===== config.mk =====
export PLATFORM = sky130hd
export DESIGN_NAME = i2c_cmd_sequencer
export DESIGN_NICKNAME = d
export VERILOG_FILES = /design/src/rtl/i2c_cmd_sequencer_pkg.sv /design/src/rtl/i2c_cmd_fifo.sv /design/src/rtl/i2c_cmd_sequencer.sv
export SDC_FILE = /design/constraint.sdc
export NUM_CORES = 1
export LEC_CHECK = 0
export CORE_ASPECT_RATIO = 0.75
export CORE_MARGIN = 5
export CORE_UTILIZATION = 55
export CTS_CLUSTER_DIAMETER = 100
export CTS_CLUSTER_SIZE = 28
export DETAILED_ROUTE_END_ITERATION = 10
export PLACE_DENSITY = 0.79
export SETUP_SLACK_MARGIN = 0.1
export SKIP_LAST_GASP = 1
export SLEW_MARGIN = 20
export SYNTH_ARGS = -nofsm -noshare
export SYNTH_HDL_FRONTEND = slang
export SYNTH_SLANG_ARGS = --single-unit

===== constraint.sdc =====
create_clock -name clk -period 6.1 [get_ports clk]
set_clock_uncertainty 0.2 [all_clocks]
set_input_delay 1.83 -clock clk [delete_from_list [all_inputs] [get_ports clk]]
set_output_delay 1.83 -clock clk [all_outputs]
set_load 0.02 [all_outputs]

===== src/rtl/i2c_cmd_sequencer_pkg.sv =====
// Shared definitions for the I2C command sequencer.
//   - state_t : 3-bit FSM state encoding used by the top level.
//   - CMD_W   : width of one queued command word.
//   - cmd_t   : command word layout {rw[15], addr[14:8], wdata[7:0]}.
//   - pack_cmd: builds a command word from its fields.
package i2c_cmd_sequencer_pkg;

    localparam int CMD_W = 16;

    typedef enum logic [2:0] {
        ST_IDLE      = 3'd0,
        ST_ISSUE     = 3'd1,
        ST_WAIT_BUSY = 3'd2,
        ST_WAIT_DONE = 3'd3,
        ST_RESP      = 3'd4
    } state_t;

    typedef struct packed {
        logic       rw;
        logic [6:0] addr;
        logic [7:0] wdata;
    } cmd_t;

    function automatic logic [CMD_W-1:0] pack_cmd(input logic rw, input logic [6:0] addr,
                                                  input logic [7:0] wdata);
        return {rw, addr, wdata};
    endfunction

endpackage


===== src/rtl/i2c_cmd_fifo.sv =====
// Synchronous FIFO holding queued I2C commands.
// Ports:
//   clk, rst     : clock and synchronous active-high reset
//   push, din    : write request and data (ignored while full)
//   pop          : read request (ignored while empty)
//   dout         : current head entry, valid whenever empty is low
//   full, empty  : occupancy flags derived from the registered count
//   count        : number of stored entries, log2(DEPTH)+1 bits
module i2c_cmd_fifo #(
    parameter int WIDTH = 16,
    parameter int DEPTH = 4
) (
    input  logic                       clk,
    input  logic                       rst,
    input  logic                       push,
    input  logic                       pop,
    input  logic [WIDTH-1:0]           din,
    output logic [WIDTH-1:0]           dout,
    output logic                       full,
    output logic                       empty,
    output logic [$clog2(DEPTH):0]     count
);

    localparam int AW = $clog2(DEPTH);

    logic [WIDTH-1:0] mem [DEPTH];
    logic [AW-1:0]    wr_ptr_reg;
    logic [AW-1:0]    rd_ptr_reg;
    logic [AW:0]      count_reg;
    logic             do_push;
    logic             do_pop;

    assign do_push = push && !full;
    assign do_pop  = pop && !empty;

    // Storage is not reset; only pointers and count define validity.
    always_ff @(posedge clk) begin
        if (do_push) begin
            mem[wr_ptr_reg] <= din;
        end
    end

    // DEPTH is a power of two, so the pointers wrap by natural overflow.
    always_ff @(posedge clk) begin
        if (rst) begin
            wr_ptr_reg <= '0;
            rd_ptr_reg <= '0;
            count_reg  <= '0;
        end else begin
            if (do_push) begin
                wr_ptr_reg <= wr_ptr_reg + 1'b1;
            end
            if (do_pop) begin
                rd_ptr_reg <= rd_ptr_reg + 1'b1;
            end
            case ({do_push, do_pop})
                2'b10:   count_reg <= count_reg + 1'b1;
                2'b01:   count_reg <= count_reg - 1'b1;
                default: count_reg <= count_reg;
            endcase
        end
    end

    // Head is read combinationally so the sequencer can pop and latch the
    // command in the same cycle.
    assign dout  = mem[rd_ptr_reg];
    assign full  = (count_reg == (AW+1)'(DEPTH));
    assign empty = (count_reg == '0);
    assign count = count_reg;

endmodule


===== src/rtl/i2c_cmd_sequencer.sv =====
// Command front-end for an I2C byte controller. Commands are queued in a
// FIFO and issued one at a time: an enable pulse of ENABLE_HOLD cycles, then
// the controller's ready line is followed low (started) and high (done).
// Exactly one response is produced per command, in order; a wait state that
// lasts TIMEOUT cycles ends the command with rsp_err set.
// Ports:
//   clk, rst                         : clock, synchronous active-high reset
//   cmd_valid/cmd_ready              : command handshake (ready = FIFO not full)
//   cmd_addr/cmd_rw/cmd_wdata        : command fields (rw=1 read)
//   rsp_valid/rsp_rdata/rsp_err      : one-cycle response strobe and payload
//   busy                             : FSM active or commands queued
//   ctl_addr/ctl_wdata/ctl_rw        : command presented to the controller
//   ctl_enable                       : start pulse to the controller
//   ctl_ready/ctl_data_out           : controller status and read data
module i2c_cmd_sequencer
    import i2c_cmd_sequencer_pkg::*;
#(
    parameter int DEPTH       = 4,
    parameter int ENABLE_HOLD = 4,
    parameter int TIMEOUT     = 4096
) (
    input  logic       clk,
    input  logic       rst,
    input  logic       cmd_valid,
    output logic       cmd_ready,
    input  logic [6:0] cmd_addr,
    input  logic       cmd_rw,
    input  logic [7:0] cmd_wdata,
    output logic       rsp_valid,
    output logic [7:0] rsp_rdata,
    output logic       rsp_err,
    output logic       busy,
    output logic [6:0] ctl_addr,
    output logic [7:0] ctl_wdata,
    output logic       ctl_rw,
    output logic       ctl_enable,
    input  logic       ctl_ready,
    input  logic [7:0] ctl_data_out
);

    localparam int CW = $clog2(DEPTH) + 1;
    localparam int EW = (ENABLE_HOLD > 1) ? $clog2(ENABLE_HOLD) : 1;
    localparam int TW = $clog2(TIMEOUT);

    state_t           state_reg;
    state_t           state_next;
    logic [EW-1:0]    en_cnt_reg;
    logic [TW-1:0]    to_cnt_reg;
    cmd_t             cur_reg;
    logic [7:0]       rdata_reg;
    logic             err_reg;

    logic             fifo_pop;
    logic             fifo_full;
    logic             fifo_empty;
    logic [CW-1:0]    fifo_count;
    logic [CMD_W-1:0] fifo_dout;
    cmd_t             head;
    logic             enable_done;
    logic             timed_out;
    logic             in_wait;

    i2c_cmd_fifo #(
        .WIDTH (CMD_W),
        .DEPTH (DEPTH)
    ) u_fifo (
        .clk   (clk),
        .rst   (rst),
        .push  (cmd_valid),
        .pop   (fifo_pop),
        .din   (pack_cmd(cmd_rw, cmd_addr, cmd_wdata)),
        .dout  (fifo_dout),
        .full  (fifo_full),
        .empty (fifo_empty),
        .count (fifo_count)
    );

    assign head        = cmd_t'(fifo_dout);
    assign enable_done = (en_cnt_reg == EW'(ENABLE_HOLD - 1));
    assign timed_out   = (to_cnt_reg == TW'(TIMEOUT - 1));
    assign in_wait     = (state_reg == ST_WAIT_BUSY) || (state_reg == ST_WAIT_DONE);

    // State register.
    always_ff @(posedge clk) begin
        if (rst) begin
            state_reg <= ST_IDLE;
        end else begin
            state_reg <= state_next;
        end
    end

    // Next-state logic. The pop is part of the IDLE->ISSUE decision.
    always_comb begin
        state_next = state_reg;
        fifo_pop   = 1'b0;
        case (state_reg)
            ST_IDLE: begin
                if (!fifo_empty && ctl_ready) begin
                    fifo_pop   = 1'b1;
                    state_next = ST_ISSUE;
                end
            end
            ST_ISSUE: begin
                if (enable_done) begin
                    state_next = ST_WAIT_BUSY;
                end
            end
            ST_WAIT_BUSY: begin
                // Controller starting wins over a coincident timeout.
                if (!ctl_ready) begin
                    state_next = ST_WAIT_DONE;
                end else if (timed_out) begin
                    state_next = ST_RESP;
                end
            end
            ST_WAIT_DONE: begin
                if (ctl_ready || timed_out) begin
                    state_next = ST_RESP;
                end
            end
            ST_RESP: state_next = ST_IDLE;
            default: state_next = ST_IDLE;
        endcase
    end

    // Counters, latched command and response payload.
    always_ff @(posedge clk) begin
        if (rst) begin
            en_cnt_reg <= '0;
            to_cnt_reg <= '0;
            cur_reg    <= '0;
            rdata_reg  <= '0;
            err_reg    <= 1'b0;
        end else begin
            en_cnt_reg <= (state_reg == ST_ISSUE && state_next == ST_ISSUE)
                          ? en_cnt_reg + 1'b1 : '0;
            // Any state change clears the timeout count, so it restarts on
            // entry to both WAIT_BUSY and WAIT_DONE.
            to_cnt_reg <= (in_wait && state_next == state_reg)
                          ? to_cnt_reg + 1'b1 : '0;
            if (fifo_pop) begin
                cur_reg <= head;
            end
            if (state_next == ST_RESP) begin
                if (state_reg == ST_WAIT_DONE && ctl_ready) begin
                    err_reg   <= 1'b0;
                    rdata_reg <= cur_reg.rw ? ctl_data_out : 8'h00;
                end else begin
                    err_reg   <= 1'b1;
                    rdata_reg <= 8'h00;
                end
            end
        end
    end

    // Outputs decoded from registered state.
    always_comb begin
        ctl_enable = (state_reg == ST_ISSUE);
        rsp_valid  = (state_reg == ST_RESP);
        rsp_err    = rsp_valid && err_reg;
        rsp_rdata  = rsp_valid ? rdata_reg : 8'h00;
        busy       = (state_reg != ST_IDLE) || (fifo_count != '0);
        cmd_ready  = !fifo_full;
        ctl_addr   = cur_reg.addr;
        ctl_wdata  = cur_reg.wdata;
        ctl_rw     = cur_reg.rw;
    end

endmodule


# Word-level counts from Yosys, hierarchy flattened
# Memory sizes are Yosys's and may differ from the RTL's. A register that Yosys moved wholly into a read port is not among the register bits.
# Cells that the tools add are included.
# word_totals
reg_bits	33
ram_bits	64
inputBits	28
output_inout_bits	29
word_cells	63
memories	1
# classes
n_addsub	6
n_eq_ne	12
n_mux	15
bitwise	2
n_reduce_logical	19
# mem_list
memory	depth	width	read_ports	rd_clocked_by_memory_dff	wr	line	source
u_fifo.mem	4	16	1	1	1	i2c_cmd_fifo.sv:26	logic [WIDTH-1:0] mem [DEPTH];
# ops
operator	count
8-bit two-way mux	3
3-bit two-way mux	5
12-bit by 1-bit adder with 12-bit output (second input constant)	1
12-bit == test (second input constant)	1
3-bit case mux with 4 select lines	1
3-bit == test (second input constant)	3
1-bit logical AND	7
2-bit by 1-bit adder with 2-bit output (second input constant)	3
3-bit by 1-bit == test with 1-bit output (second input constant)	2
3-bit by 2-bit == test with 1-bit output (second input constant)	2
3-bit logical NOT	2
3-bit case mux with 2 select lines	1
3-bit nonzero test	2
1-bit two-way mux	5
2-bit == test (second input constant)	2
2-bit OR reduction	2
3-bit by 1-bit adder with 3-bit output (second input constant)	1
3-bit == test	1
1-bit logical OR	3
3-bit by 1-bit subtractor with 3-bit output (second input constant)	1
2-bit by 1-bit == test with 1-bit output (second input constant)	1
1-bit logical NOT	2
1-bit NOT	2
2-bit nonzero test	1

# Longest topological paths before layout
# Gate-level depths: netlist of the first run.
# depth
word_depth	9
ltp_mapped	11
ltp_nobuf	9

# Cells and area by module
# Synthesis of the first run repeated with hierarchy kept, for this count alone.
# unflattened
cells_unflattened	338
hier_area_um2	4643.2
# by_module_without_submodules
module	n_inst	cells_per_inst	area_per_inst_um2	seq_area_each_um2
i2c_cmd_fifo	1	138	2821.5	2102.0
i2c_cmd_sequencer	1	200	1821.7	840.8

# Least setup slack after synthesis of the first run
# Ideal clock, no wire load.
# synth_timing
path_kind	input-to-reg
start	in ctl_ready
end	reg u_fifo.count_reg[2], in the netlist u_fifo.count[2]
setup_time_ns	0.071
arrival_ns	3.622
setup_slack_ns	2.207
stages	10
cell_sequence	buf_2 > nand3_1 > inv_1 > buf_2 > ha_1 > inv_1 > fa_1 > xor2_1 > or3_1 > a21oi_1
# synth_between
elab_chain_cells	6
elab_cells_between_ends	8
# synth_rtl
item	line	source
start: declaration	i2c_cmd_sequencer.sv:37	input logic ctl_ready,
1-bit logical AND (*)	i2c_cmd_sequencer.sv:98	if (!fifo_empty && ctl_ready) begin
1-bit two-way mux (*)	i2c_cmd_sequencer.sv:98	
1-bit two-way mux (*)	i2c_cmd_sequencer.sv:96	case (state_reg)
1-bit logical AND (*)	i2c_cmd_fifo.sv:34	assign do_pop = pop && !empty;
net u_fifo.do_pop	i2c_cmd_fifo.sv:31	logic do_pop;
2-bit by 1-bit == test with 1-bit output / 2-bit == test (equally long branches)	i2c_cmd_fifo.sv:56	case ({do_push, do_pop})
3-bit case mux with 2 select lines / 2-bit nonzero test (equally long branches)	-	
end signal: assignment	i2c_cmd_fifo.sv:57	2'b10: count_reg <= count_reg + 1'b1;
end signal: assignment	i2c_cmd_fifo.sv:58	2'b01: count_reg <= count_reg - 1'b1;
end signal: assignment	i2c_cmd_fifo.sv:59	default: count_reg <= count_reg;
end: declaration	i2c_cmd_fifo.sv:29	logic [AW:0] count_reg;
# Mark *: on every way through the listed nets, which the timed path passes. The rest lies on a longest branch.
# A chain may end at the register's enable or synchronous reset.

# Final worst setup path of the first run
# layout_timing
start	reg state_reg[2]
end	out rsp_rdata[5]
# layout_between
elab_chain_cells	2
# layout_rtl
item	line	source
start: declaration	i2c_cmd_sequencer.sv:45	state_t state_reg;
start signal: assignment	i2c_cmd_sequencer.sv:88	state_reg <= state_next;
3-bit == test	i2c_cmd_sequencer.sv:159	rsp_valid = (state_reg == ST_RESP);
8-bit two-way mux	i2c_cmd_sequencer.sv:161	rsp_rdata = rsp_valid ? rdata_reg : 8'h00;
end: declaration	i2c_cmd_sequencer.sv:30	output logic [7:0] rsp_rdata,
# No other way between the ends.

==> results of run 1 <==
-- cells by family (layout without fill, tap and decap cells) --
kind of cell / after synthesis / after routing / share of synthesized area [%]
simple gates: 108 / 108 / 13.0
buf+inv: 32 / 107 / 3.03
compound gates: 42 / 42 / 6.47
mux: 16 / 16 / 8.00
xor+xnor: 14 / 14 / 2.72
fa+ha+maj: 8 / 8 / 2.39
flops: 113 / 113 / 64.4
-- worst max-delay path by stage --
stage,startpoint,to,slack [ns]
floorplan,ctl_ready,u_fifo.count[2],2.21
global placement,ctl_ready,u_fifo.count[2],1.73
detailed placement,ctl_ready,u_fifo.count[2],1.60
CTS,state_reg[2],rsp_rdata[5],1.68
global route,state_reg[2],rsp_rdata[0],1.59
finish,state_reg[2],rsp_rdata[5],1.71
-- metrics by stage --
stage | instances | area, um^2
final | 513 | 5730
after global routing | 513 | 5730
after CTS | 513 | 5730
after detailed placement | 481 | 5150
after global placement | 481 | 5150
after floorplan | 333 | 4510
-- metal layers --
metal / share of wire [%] / routed length (um) / global-route usage [%]
met1: 42 / 3810 / 23.8
met2: 50 / 4440 / 32.6
met3: 6.5 / 587 / 7.72
met4: 1.5 / 133 / 8.41
met5: 0 / 0 / 0
-- power groups by stage --
| stage | Clock (mW) | Sequential [mW] | Combinational (mW) |
|---|---|---|---|
| floorplan | 0 | 0.978 | 0.294 |
| global placement | 0 | 0.961 | 0.465 |
| detailed placement | 0 | 0.967 | 0.481 |
| CTS | 0.971 | 0.954 | 0.484 |
| global route | 1.01 | 0.962 | 0.523 |
| finish | 0.957 | 0.952 | 0.477 |
-- placed cells by master (no fill, tap or decap), drive strengths merged, types with 2 or more instances in the layout --
cell / n
edfxtp: 64
clkdlybuf4s50: 56
dfxtp: 49
nand2: 44
a21oi: 22
nor2: 19
clkbuf: 17
mux4: 16
inv: 16
and2: 11
a32o: 9
clkinv: 9
xor2: 7
xnor2: 7
ha: 7
o21ai: 5
or3: 5
nor3: 4
and3: 4
buf: 4
nand3: 4
nor4: 4
bufinv: 3
nand4: 3
nor3b: 2
nor2b: 2
and4: 2
clkinvlp: 2
-- cell type report --
type / instances / area [um^2]
inverters: 15 / 56.3
well taps: 105 / 131
flip-flops and latches: 113 / 2900
clock inverters: 15 / 168
fillers: 508 / 2220
clock buffers: 17 / 414
repair buffers: 60 / 591
multi-input cells: 188 / 1470
==> metrics.yaml, run 1 <==
run_status:
  status: "finished, final reports clean"
power_and_ir_drop:
  p_clk_share_pct: 40.1
  power.switching_mw: 0.641
  swShare_pct: 26.9
  leakage_nw: 2.02
  power.total_mw: 2.39
  p_int_mw: 1.75
  p_seq_share_pct: 39.9
  powerDensity_nw_per_um2: 416
  ir_worst_vdd_v: 0.000293
  combPwrFrac_pct: 20.0
place:
  place.port_buffers: 56
  post-place-ws_ns: 1.60
  dp_hpwl_mm: 5.84
  globalplace.congestion: 0.847
sta:
  fin_crit_ns: 4.39
  finalMaxSlewViolations: 0
  rsz0062_at_grt: "no"
  hold_violations: 0
  setup_slack_ns: 1.71
  holdWs_ns: 0.234
  setup-tns-final_ns: 0
  fmax_mhz: 228
  worst_pin_slew_ns: 0.879
  setup_viol: 0
  finalCritPeriodShare_pct: 71.9
  max_slew_margin_pct: 41.4
min_path:
  hold_end: "en_cnt_reg[0]"
  worstHoldPathType: "reg -> reg"
  holdCritStartpoint: "en_cnt_reg[0]"
  hold_depth: 1
floorplanning:
  core_area_um2: 7950
  io_pins: 57
  initial_utilization_pct: 56.7
  rows: 28
  fp.dieW_um: 115
  die_area_um2: 10100
  die_h_um: 88.4
critical_path:
  crit_type: "reg -> out"
  required_ns: 4.07
  crit_cells: 3
  crit_chain: "nor3b_2 -> and2_1 -> clkdlybuf4s50_1"
  r2r_start: "u_fifo.count[0]"
  max_stage_delay_ns: 0.62
  path_buf_inv: 1
  cp-start-kind: "register"
  slowest_stage: "clkdlybuf4s50_1"
  reg2reg_depth: 9
  worst_path_dominant_cell_family: "simple AND/OR/NAND/NOR gates"
  end_kind: "primary output"
  rrSetupSlack_ns: 3.48
  cp_max_fo: 10
  r2r-end: "u_fifo.count[2]"
  cp.arrival_ns: 2.36
yosys:
  synth-main-ff-cell: "edfxtp_1"
  ys_types: 44
  synth.top_cell.area_share_pct: 42.7
  ys_seq_elements: 113
  async_flop_share_pct: 0
  yosys-top-cells-count: "64 x edfxtp_1, 49 x dfxtp_1, 43 x nand2_1"
  syn_inst: 333
  yosysSeqAreaShare_pct: 64.4
  synth-edff-count: 64
  yosys.area.top_type: "edfxtp_1"
  ys_warn_count: 0
  synthesis.area_um2: 4510
  yosysMostFrequentCell: "edfxtp_1"
  synth_fp_nets: 369
  syn_area_per_cell_um2: 13.5
  synth_area_leaders: "edfxtp_1 43%, dfxtp_1 22%, mux4_2 8.0%, nand2_1 3.6%, a21oi_1 2.4%"
clocking:
  numCtsBuffers: 17
  cts_sinks: 113
  cts_root_buf: "clkbuf_8"
  clock_path_buffers: 2
  clkSlewWorstSetupHoldPaths_ns: 0.06
  cts.hold.buffers_added: 0
  cts_resized: 0
  cts_tree: "done"
  h-tree-depth: 4
  post-cts-setup-buffers: 0
  clock_latency_ns: 0.52
drt:
  drc_errors: 0
  antenna_left: 0
  totalWireLength_mm: 8.97
  vias: 2878
  first_pass_iters: 4
  viasPerCell: 5.61
  wl_per_cell_um: 17.5
  drtIter0Drc: 158
cells_and_area:
  drive_gt1_share_pct: 16.9
  largest_register_ffs: 64
  area_growth_pct: 27.2
  diodes: 0
  fin_util_pct: 72.0
  fin_nets: 431
global_route:
  grt_pass1_wl_mm: 15.0
  grt_pass1_vias: 3098
  antenna_found_initial: 0
  grt_use_total_pct: 19.9
  grt_start_max_net_pins: 29
  grt_overflow_total: 0
flow_run:
  drv_cap: 0
(Power assumes the default switching activity.)
==> run 2, diff against run 1 <==
- CORE_UTILIZATION: 55 -> 49
- PLACE_DENSITY: 0.79 -> 0.75
- clock period: 6.1 -> 3.8 ns (I/O delays scaled with it)
==> run 2 against run 1 <==
Net effect: sequential share of layout area down 0.55 points; final area up 1.1%; first-iteration DRC count decreased by 22%; largest cell class unchanged; setup slack got worse by 1.5 ns.
==> metrics.yaml, run 2 (same netlist as run 1, synthesis figures left out) <==
run_status:
  status: "finished, final reports clean"
sta:
  hold_violations: 0  # unchanged
  worst_pin_slew_ns: 0.894  # +0.0152 ns
  fin_crit_ns: 3.56
  setup_viol: 0  # unchanged
  fmax_mhz: 281
  finalCritPeriodShare_pct: 93.8
  finalMaxSlewViolations: 0  # unchanged
  setup-tns-final_ns: 0  # unchanged
  max_slew_margin_pct: 40.3  # -1.1 points
  rsz0062_at_grt: "no"
floorplanning:
  core_area_um2: 9010  # +13%
  die_area_um2: 11200  # +11%
  initial_utilization_pct: 50.0  # -6.6 points
  die_h_um: 93.0  # +5.3%
  io_pins: 57  # unchanged
  rows: 30  # +7.1%
  fp.dieW_um: 121  # +5.4%
cells_and_area:
  largest_register_ffs: 64  # unchanged
  diodes: 0  # unchanged
  area_growth_pct: 28.5
  layout_commonest_cell: "edfxtp_1"
  instances_no_fill: 525  # +2.3%
  fin_nets: 436  # +1.2%
  design_area_um2: 5790  # +1.1%
  mostFrequentLayoutCells: "64 x edfxtp_1, 56 x clkdlybuf4s50_1, 49 x dfxtp_1"
  drive_gt1_share_pct: 18.2  # +1.2 points
power_and_ir_drop:
  powerDensity_nw_per_um2: 670  # +61%
  leakage_nw: 2.04  # +1.3%
  power.total_mw: 3.88  # +63%
  ir_worst_vdd_v: 0.000372  # +27%
global_route:
  grt_start_max_net_pins: 28  # -3.4%
  grt_overflow_total: 0  # unchanged
  antenna_found_initial: 0  # unchanged
  grt_pass1_vias: 2913  # -6.0%
  grt_use_total_pct: 18.0  # -1.9 points
  grt_pass1_wl_mm: 15.2  # +1.9%
clocking:
  cts_resized: 0  # unchanged
  clock_latency_ns: 0.41  # -0.11 ns
  post-cts-setup-buffers: 0  # unchanged
  cts_root_buf: "clkbuf_16"
  clkSlewWorstSetupHoldPaths_ns: 0.05  # about the same
  cts_sinks: 113  # unchanged
  cts_tree: "done"
  cts.hold.buffers_added: 0  # unchanged
  numCtsBuffers: 17  # unchanged
  clock_path_buffers: 2  # unchanged
  h-tree-depth: 4  # unchanged
critical_path:
  cp.arrival_ns: 2.22  # -0.14 ns
  rrSetupSlack_ns: 1.21  # -2.27 ns
  reg2reg_depth: 9  # unchanged
  r2r-end: "u_fifo.count[2]"
  cp_max_fo: 10  # unchanged
  cp-start-kind: "register"
  r2r_start: "u_fifo.count[2]"
  crit_path_end: "rsp_rdata[6]"
  required_ns: 2.46  # -1.61 ns
  cp-startpoint: "state_reg[2]"
  crit_type: "reg -> out"
  end_kind: "primary output"
drt:
  drtIter0Drc: 124  # -22%
  totalWireLength_mm: 9.24  # +2.9%
  first_pass_iters: 4  # unchanged
  drc_errors: 0  # unchanged
  wl_per_cell_um: 17.6  # +0.59%
  viasPerCell: 5.37  # -4.2%
  vias: 2821  # -2.0%
  antenna_left: 0  # unchanged
place:
  dpl_cell_area_um2: 5190  # +0.90%
  place.port_buffers: 56  # unchanged
  dp_cells: 493  # +2.5%
  dp_hpwl_mm: 5.75  # -1.5%
  globalplace.congestion: 0.759  # -10%
min_path:
  hold_depth: 1  # unchanged
  worstHoldPathType: "reg -> reg"
flow_run:
  drv_cap: 0  # unchanged
-- run 2: how the worst min path moves through the flow --
| stage | start | slack [ns] | endpoint |
|---|---|---|---|
| floorplan | en_cnt_reg[0] | 0.20 | en_cnt_reg[0] |
| global placement | en_cnt_reg[0] | 0.22 | en_cnt_reg[0] |
| detailed placement | en_cnt_reg[0] | 0.22 | en_cnt_reg[0] |
| CTS | en_cnt_reg[0] | 0.23 | en_cnt_reg[0] |
| global route | en_cnt_reg[0] | 0.25 | en_cnt_reg[0] |
| finish | en_cnt_reg[0] | 0.23 | en_cnt_reg[0] |
-- run 2: through the flow --
step	util (%)	worst slack [ns]	hold WS [ns]
2_1_floorplan	-	0.597	0.204
3_3_place_gp	57.7	0.496	0.222
3_5_place_dp	57.7	0.413	0.223
4_1_cts	64.3	0.215	0.231
5_1_grt	64.3	0.114	0.253
6_report	64.3	0.236	0.232
-- run 2: layout make-up --
class | instances | area, um^2
timing repair buffer | 65 | 628
clock buffer | 19 | 443
tap | 112 | 140
fill | 668 | 3220
multi-input combinational | 188 | 1470
sequential | 113 | 2900
clock inverter | 13 | 155
inverter | 15 | 56.3
-- run 2: worst max-delay path: stages, from the launching register on --
cell             delay, ns
dfxtp_1               0.51
nor3b_2               0.50
and2_1                0.21
clkdlybuf4s50_1       0.61
-- run 2: where the power goes --
part | total, mW | leakage (nW) | internal, mW | switching [mW]
Sequential | 1.55 | 0.985 | 1.44 | 0.106
Combinational | 0.765 | 0.775 | 0.376 | 0.389
Clock | 1.57 | 0.282 | 0.994 | 0.577
Total | 3.88 | 2.04 | 2.81 | 1.07
-- run 2: per-layer routing --
layer	global-route usage, %	wire length [um]	part of all wire [%]	vias up
met5	0	0	0	-
met4	7.08	115	1.2	0
met3	5.32	389	4.2	12
met2	29.5	4510	49	72
met1	22.7	4220	46	1384
li1	-	-	-	1353
==> run 3, diff against run 2 <==
- CORE_ASPECT_RATIO: 0.75 -> 1.4
- PLACE_DENSITY: 0.75 -> 0.77
==> run 3 against run 2 <==
Net effect: sequential share of layout area rose by 0.55 points; final cell count shrank 0.76%; non-clock buffer count up 1; highest routed layer unchanged; final area shrank 1.1%; power decreased by 4.6%; combinational power increased by 1%; critical path depth stayed put; count of clock-buffer cells in the layout is 5 higher; via count shrank 1.1%; first-iteration DRC count rose by 25%; sequential power about the same.
==> metrics.yaml, run 3 (same netlist as run 1, synthesis figures left out) <==
run_status:
  status: "finished, final reports clean"
clocking:
  cts_sinks: 113  # unchanged
  cts.hold.buffers_added: 0  # unchanged
  numCtsBuffers: 17  # unchanged
  cts_resized: 0  # unchanged
  post-cts-setup-buffers: 0  # unchanged
  clock_latency_ns: 0.40  # about the same
  cts_tree: "done"
  clock_path_buffers: 2  # unchanged
  h-tree-depth: 4  # unchanged
  clkSlewWorstSetupHoldPaths_ns: 0.05  # about the same
  cts_root_buf: "clkbuf_16"
floorplanning:
  core_area_um2: 9030  # +0.22%
  die_h_um: 123  # +33%
  initial_utilization_pct: 49.9  # -0.11 points
  rows: 41  # +37%
  io_pins: 57  # unchanged
  fp.dieW_um: 91.0  # -25%
  die_area_um2: 11200  # about the same
drt:
  antenna_left: 0  # unchanged
  drc_errors: 0  # unchanged
  viasPerCell: 5.35  # -0.38%
  drtIter0Drc: 155  # +25%
  totalWireLength_mm: 8.51  # -7.9%
  first_pass_iters: 4  # unchanged
  wl_per_cell_um: 16.3  # -7.2%
  vias: 2789  # -1.1%
flow_run:
  drv_cap: 0  # unchanged
power_and_ir_drop:
  leakage_nw: 2.03  # -0.53%
  ir_worst_vdd_v: 0.000459  # +24%
  powerDensity_nw_per_um2: 646  # -3.6%
place:
  globalplace.congestion: 0.774  # +1.9%
  dp_hpwl_mm: 5.68  # -1.3%
  dpl_cell_area_um2: 5190  # about the same
  place.port_buffers: 56  # unchanged
cells_and_area:
  fillers: 673  # +0.75%
  layout_commonest_cell: "edfxtp_1"
  area_growth_pct: 27.2
  design_area_um2: 5730  # -1.1%
  diodes: 0  # unchanged
  drive_gt1_share_pct: 16.9  # -1.3 points
  largest_register_ffs: 64  # unchanged
  mostFrequentLayoutCells: "64 x edfxtp_1, 56 x clkdlybuf4s50_1, 49 x dfxtp_1"
  regArea_um2: 2900  # unchanged
  fin_nets: 437  # +0.23%
  multiInputGateArea_um2: 1470  # unchanged
sta:
  finalMaxSlewViolations: 0  # unchanged
  fmax_mhz: 284  # +1.3%
  setup-tns-final_ns: 0  # unchanged
  max_slew_margin_pct: 41.4  # +1.1 points
  worst_pin_slew_ns: 0.877  # -0.0169 ns
  hold_violations: 0  # unchanged
  rsz0062_at_grt: "no"
  finalCritPeriodShare_pct: 92.6  # -1.2 points
  fin_crit_ns: 3.52  # -0.0452 ns
  setup_viol: 0  # unchanged
  holdWs_ns: 0.239  # +0.00739 ns
global_route:
  grt_use_total_pct: 16.0  # -2.0 points
  grt_overflow_total: 0  # unchanged
  grt_pass1_wl_mm: 13.8  # -9.2%
  antenna_found_initial: 0  # unchanged
  grt_start_max_net_pins: 20  # -29%
  grt_pass1_vias: 2851  # -2.1%
critical_path:
  cp_max_fo: 10  # unchanged
  cp.arrival_ns: 2.18  # -0.04 ns
  path_buf_inv: 1  # unchanged
  cp-start-kind: "register"
  crit_type: "reg -> out"
  crit_chain: "nor3b_2 -> and2_1 -> clkdlybuf4s50_1"
  required_ns: 2.46  # about the same
  end_kind: "primary output"
  slowest_stage: "clkdlybuf4s50_1"
  worst_path_dominant_cell_family: "simple AND/OR/NAND/NOR gates"
  max_stage_delay_ns: 0.62  # about the same
min_path:
  worstHoldPathType: "reg -> reg"
run 3: final cells by class:
class / count / share of cell area (%)
Timing Repair Buffer: 66 / 11.1
Sequential cell: 113 / 50.7
Inverter: 15 / 0.983
Tap cell: 107 / 2.34
Clock inverter: 8 / 1.09
Clock buffer: 24 / 8.23
Multi-Input combinational cell: 188 / 25.6
run 3: metrics by stage:
step	setup WS (ns)	instances	utilization, %	power (mW)
6_report	0.281	521	63.5	3.70
3_5_place_dp	0.412	489	57.5	2.33
2_1_floorplan	0.597	333	-	2.04
3_3_place_gp	0.505	489	57.5	2.31
5_1_grt	0.172	521	63.5	3.87
4_1_cts	0.205	521	63.5	3.74
run 3: power by group:
| part | internal, mW | switching [mW] | total (mW) |
|---|---|---|---|
| sequential | 1.44 | 0.0834 | 1.53 |
| clock | 0.919 | 0.484 | 1.40 |
| combinational | 0.378 | 0.396 | 0.774 |
run 3: path summary, 6_finish.rpt:
path                   startpoint  cells after the start               to  slack (ns)
setup / recovery     state_reg[2]                      3     rsp_rdata[0]        0.28
hold / removal      en_cnt_reg[0]                      1    en_cnt_reg[0]        0.24
setup reg to reg  u_fifo.count[0]                      9  u_fifo.count[2]        1.18
hold reg to reg     en_cnt_reg[0]                      1    en_cnt_reg[0]        0.24
run 3: routing by layer:
metal  wire length, um  GRT usage [%]  share of wire [%]  up-vias
li1                  -              -                  -     1353
met1              3420           17.2                 40     1366
met2              4580           28.4                 54       54
met3               356           4.75                4.2       16
met4               150           8.26                1.8        0
met5                 0              0                  0        -
